## config.mk

```make
export PLATFORM = sky130hd
export DESIGN_NAME = serial_fa_ctrl
export DESIGN_NICKNAME = d
export VERILOG_FILES = /design/src/rtl/serial_fa_ctrl_pkg.sv /design/src/rtl/serial_fa_ctrl_fa.sv /design/src/rtl/serial_fa_ctrl.sv
export SDC_FILE = /design/constraint.sdc
export NUM_CORES = 1
export LEC_CHECK = 0
export ABC_CLOCK_PERIOD_IN_PS = 1900
export CORE_ASPECT_RATIO = 0.75
export CORE_MARGIN = 1
export CORE_UTILIZATION = 45
export DETAILED_ROUTE_END_ITERATION = 6
export MAX_ROUTING_LAYER = met4
export PLACE_DENSITY = 0.74
export SLEW_MARGIN = 10
export SYNTH_ARGS = -nofsm -noshare
export SYNTH_HDL_FRONTEND = slang
export SYNTH_SLANG_ARGS = --single-unit
```

## constraint.sdc

```tcl
create_clock -name clk -period 1.9 [get_ports clk]
set_clock_uncertainty 0.05 [all_clocks]
set_input_delay 0.19 -clock clk [delete_from_list [all_inputs] [get_ports clk]]
set_output_delay 0.19 -clock clk [all_outputs]
set_load 0.01 [all_outputs]
```

## src/rtl/serial_fa_ctrl_pkg.sv

```systemverilog
// Shared definitions for the bit-serial adder controller: FSM state encoding
// and the operand-width legality rule.
package serial_fa_ctrl_pkg;

  typedef enum logic [1:0] {
    ST_IDLE = 2'd0,
    ST_RUN  = 2'd1,
    ST_HOLD = 2'd2
  } state_e;

  localparam int WIDTH_MIN = 2;
  localparam int WIDTH_MAX = 32;

  function automatic bit width_ok(input int w);
    return (w >= WIDTH_MIN) && (w <= WIDTH_MAX);
  endfunction

endpackage

```

## src/rtl/serial_fa_ctrl_fa.sv

```systemverilog
// One-bit full adder cell; the only arithmetic element of the serial adder.
module fa (
  input  logic a,
  input  logic b,
  input  logic cin,
  output logic sum,
  output logic cout
);

  assign sum  = a ^ b ^ cin;
  assign cout = (a & b) | (cin & (a ^ b));

endmodule

```

## src/rtl/serial_fa_ctrl.sv

```systemverilog
// Bit-serial adder: one full adder is reused WIDTH times, LSB first, between
// a valid/ready operand source and a valid/ready result sink.
module serial_fa_ctrl
  import serial_fa_ctrl_pkg::*;
#(
  parameter int WIDTH = 8
) (
  input  logic             clk,
  input  logic             rst_n,
  input  logic             in_valid,
  output logic             in_ready,
  input  logic [WIDTH-1:0] a,
  input  logic [WIDTH-1:0] b,
  input  logic             cin,
  output logic             out_valid,
  input  logic             out_ready,
  output logic [WIDTH-1:0] sum,
  output logic             cout
);

  localparam int            CW       = $clog2(WIDTH);
  localparam logic [CW-1:0] CNT_LAST = CW'(WIDTH - 1);

  generate
    if (!width_ok(WIDTH)) begin : g_bad_width
      $error("serial_fa_ctrl: WIDTH must be within 2..32");
    end
  endgenerate

  state_e           state_q, state_d;
  logic [WIDTH-1:0] a_q, a_d;
  logic [WIDTH-1:0] b_q, b_d;
  logic [WIDTH-1:0] sum_q, sum_d;
  logic             carry_q, carry_d;
  logic [CW-1:0]    cnt_q, cnt_d;
  logic             in_ready_q, in_ready_d;
  logic             out_valid_q, out_valid_d;
  logic             inc_c;
  logic             fa_sum, fa_cout;

  fa u_fa (
    .a   (a_q[0]),
    .b   (b_q[0]),
    .cin (carry_q),
    .sum (fa_sum),
    .cout(fa_cout)
  );

  always_comb begin
    // NOTE: every signal gets a default before the case so no path leaves it
    // unassigned; otherwise synthesis infers a latch.
    state_d     = state_q;
    a_d         = a_q;
    b_d         = b_q;
    sum_d       = sum_q;
    carry_d     = carry_q;
    cnt_d       = cnt_q;
    inc_c       = 1'b1;

    case (state_q)
      ST_IDLE: begin
        if (in_valid && in_ready_q) begin
          a_d     = a;
          b_d     = b;
          carry_d = cin;
          sum_d   = '0;
          cnt_d   = '0;
          state_d = ST_RUN;
        end
      end
      ST_RUN: begin
        sum_d   = {fa_sum, sum_q[WIDTH-1:1]};
        a_d     = a_q >> 1;
        b_d     = b_q >> 1;
        carry_d = fa_cout;
        if (cnt_q == CNT_LAST) begin
          state_d = ST_HOLD;
        end else begin
          // Ripple increment kept bitwise so the full adder stays the only adder.
          for (int i = 0; i < CW; i++) begin
            cnt_d[i] = cnt_q[i] ^ inc_c;
            inc_c    = cnt_q[i] & inc_c;
          end
        end
      end
      ST_HOLD: begin
        if (out_valid_q && out_ready) state_d = ST_IDLE;
      end
      default: state_d = ST_IDLE;
    endcase

    // Handshake flags are pure functions of state, registered to cut any
    // input-to-ready/valid combinational path.
    in_ready_d  = (state_d == ST_IDLE);
    out_valid_d = (state_q == ST_HOLD) && (state_d == ST_HOLD);
  end

  // NOTE: sequential state uses non-blocking assignments so every register
  // samples the pre-edge values regardless of statement order.
  always_ff @(posedge clk or negedge rst_n) begin
    if (!rst_n) begin
      state_q     <= ST_IDLE;
      a_q         <= '0;
      b_q         <= '0;
      sum_q       <= '0;
      carry_q     <= 1'b0;
      cnt_q       <= '0;
      in_ready_q  <= 1'b1;
      out_valid_q <= 1'b0;
    end else begin
      state_q     <= state_d;
      a_q         <= a_d;
      b_q         <= b_d;
      sum_q       <= sum_d;
      carry_q     <= carry_d;
      cnt_q       <= cnt_d;
      in_ready_q  <= in_ready_d;
      out_valid_q <= out_valid_d;
    end
  end

  assign in_ready  = in_ready_q;
  assign out_valid = out_valid_q;
  assign sum       = sum_q;
  assign cout      = carry_q;

endmodule

```

==> impl_metrics.toml <==
[synthesis]
yosys_register_bits = 32
syn_avg_cell_area_um2 = 11.6
ys_types = 26
synth_nets = 154
synth_cells = 130
yosysSeqAreaShare = 0.533
synth_area_um2 = 1510
ys_warn_count = 0

[drt]
drt_iter0_drc = 130
totalWireLength_um = 3220
first_pass_iters = 4
routed_via_density = 5.52
ant_nets = 0
wl_per_cell_um = 15.8
vias = 1126
drc = 0

[floorplan]
start_util = 0.491
die_width_um = 68.8
placementRows = 17
ioPinCount = 32
core_um2 = 3060
dieArea_um2 = 3580
die_y_um = 52.1

[cells_and_area]
multiInputGateArea_um2 = 591
utilization = 0.637
antenna_cells = 0
fillers = 253
area_delta_synth_final_pct = 29.7
nNetsFinal = 189
register_area_um2 = 802
drive_gt1_frac = 0.120
final_cell_mix = "dfrtp_1, clkdlybuf4s50_1, o21ai_0, o21ai_1, mux2i_1"

[clocking]
cts.sinks = 32
cts_resized = 0
cts_setup_buffers = 0
path_clk_slew_ns = 0.07
clock_latency_ns = 0.28
cts_tree = "done"
cts_root_buffer = "clkbuf_8"
clock_path_buffers = 2
h-tree-depth = 2
numCtsBuffers = 5
cts_hold_buffers = 0

[worst_hold_path]
min_path_type = "in -> async"

[timing]
period_minus_slack_ns = 1.66
setup_ws_ns = 0.237
fmax_mhz = 601
fin_setup_tns_ns = 0
worst_slew_pin_slew_ns = 0.405
setup_violations = 0
hold_viol_final = 0
max-slew-margin-rel = 0.730
rsz0062_at_grt = "no"
slew_viol_final = 0
post-route-period-util = 0.875

[grt]
grt_max_degree = 33
antenna_found_initial = 0
grt_pass1_wl_um = 5120
grt-ovfl-total = 0
grt_pass1_vias = 1056
grtUsageTotal = 0.209

[placement]
finalWeightedCongestion = 0.762
place_ws_ns = 0.114
port_buffers = 31
hpwl_um = 2200

[worst_setup_path]
worstSetupPathType = "reg -> out"
crit_buf_inv = 1
cp.required_ns = 1.66
critPathMaxFanout = 5
critPathTopFamily = "flip-flops"
arrival_ns = 1.42
crit_slowest_cell = "dfstp_2"
cp_cell_sequence = "clkdlybuf4s50_1"
critPathMaxStageDelay_ns = 0.59
crit_start = "in_ready$_DFF_PN1_"
worstReg2RegStart = "in_ready$_DFF_PN1_"
cp-end-kind = "output port"
critPathLaunchType = "register"

[outcome]
status = "completed"

[power]
p_leak_nw = 0.892
p_per_area_nw_per_um2 = 1800
ir_drop_mv = 0.901

[flow_run]
drv_cap = 0
-- registers in the layout, indices dropped and copies added (netlist names) --
register / flops
a_q: 8
b_q: 8
cnt_q: 3
cout: 1
in_ready: 1
out_valid: 1
state_q: 2
sum: 8
-- worst paths after layout --
kind,slack [ns],depth (start not counted),end
worst max-delay path,0.24,1,in_ready
worst min-delay path,0.25,2,sum[2]$_DFFE_PN0P_
worst max register to register,0.36,4,b_q[0]$_DFFE_PN0P_
worst min register to register,0.45,1,sum[0]$_DFFE_PN0P_
max in group asynchronous,1.22,2,in_ready$_DFF_PN1_
min in group clk,0.45,1,sum[0]$_DFFE_PN0P_
-- area by class of cell --
class / count / area share
well taps: 38 / 0.0244
clock buffers: 7 / 0.0494
repair buffers: 38 / 0.186
flip-flops and latches: 32 / 0.411
clock inverters: 1 / 0.0154
multi-input cells: 82 / 0.303
inverters: 6 / 0.0115
-- worst reg2reg max path, cell delays in order (launching register included) --
cell and delay [ns]:
dfstp_2 0.59, a21oi_4 0.07, or2_1 0.35, buf_4 0.26, o21ai_1 0.16
-- layer usage --
metal | global-route usage | up-vias | part of all wire
met3 | 0.0614 | 4 | 0.040
li1 | - | 541 | -
met2 | 0.304 | 20 | 0.46
met4 | 0.0714 | 0 | 0.0090
met1 | 0.281 | 561 | 0.49
met5 | - | - | 0
-- cell families after synthesis --
kind of cell | Yosys count | synth area share
flip-flops | 32 | 0.533
AND/OR/NAND/NOR | 12 | 0.0441
buffers and inverters | 16 | 0.0765
multiplexers | 14 | 0.0931
adder cells (fa/ha/maj) | 3 | 0.0299
AO/OA/AOI/OAI | 53 | 0.224
-- Yosys cell counts --
cell | instances | area share
dfrtp_1 | 31 | 0.52
o21ai_0 | 17 | 0.057
o21ai_1 | 16 | 0.053
mux2i_1 | 14 | 0.093
a22o_1 | 12 | 0.070
inv_1 | 6 | 0.015
buf_6 | 4 | 0.030
nand2_1 | 4 | 0.010
a21oi_1 | 3 | 0.010
nor2_1 | 3 | 0.0075
and4b_1 | 2 | 0.013
buf_4 | 2 | 0.010
clkbuf_1 | 2 | 0.0050
ha_1 | 2 | 0.017
a211oi_2 | 1 | 0.0083
a21o_1 | 1 | 0.0050
a21oi_2 | 1 | 0.0058
a21oi_4 | 1 | 0.011
a31oi_1 | 1 | 0.0042
buf_12 | 1 | 0.013
buf_2 | 1 | 0.0033
dfstp_2 | 1 | 0.017
fa_1 | 1 | 0.013
nand3b_1 | 1 | 0.0050
nor2b_1 | 1 | 0.0042
or2_1 | 1 | 0.0042
-- power breakdown --
part / switching, mW / internal [mW] / leakage, nW
combinational: 0.785 / 0.790 / 0.423
sequential: 0.228 / 0.998 / 0.404
clock: 0.251 / 0.463 / 0.0645
total: 1.26 / 2.25 / 0.892
-- per-stage QoR --
step / cell area (um^2) / cells / hold slack (ns) / power (mW)
after floorplan: 1510 / 130 / -0.156 / 2.40
after global placement: 1830 / 196 / 0.433 / 2.72
after detailed placement: 1830 / 196 / 0.443 / 2.81
after CTS: 1950 / 204 / 0.272 / 3.53
after global routing: 1950 / 204 / 0.317 / 3.76
final: 1950 / 204 / 0.251 / 3.51
Power figures use the tool's default switching activity.
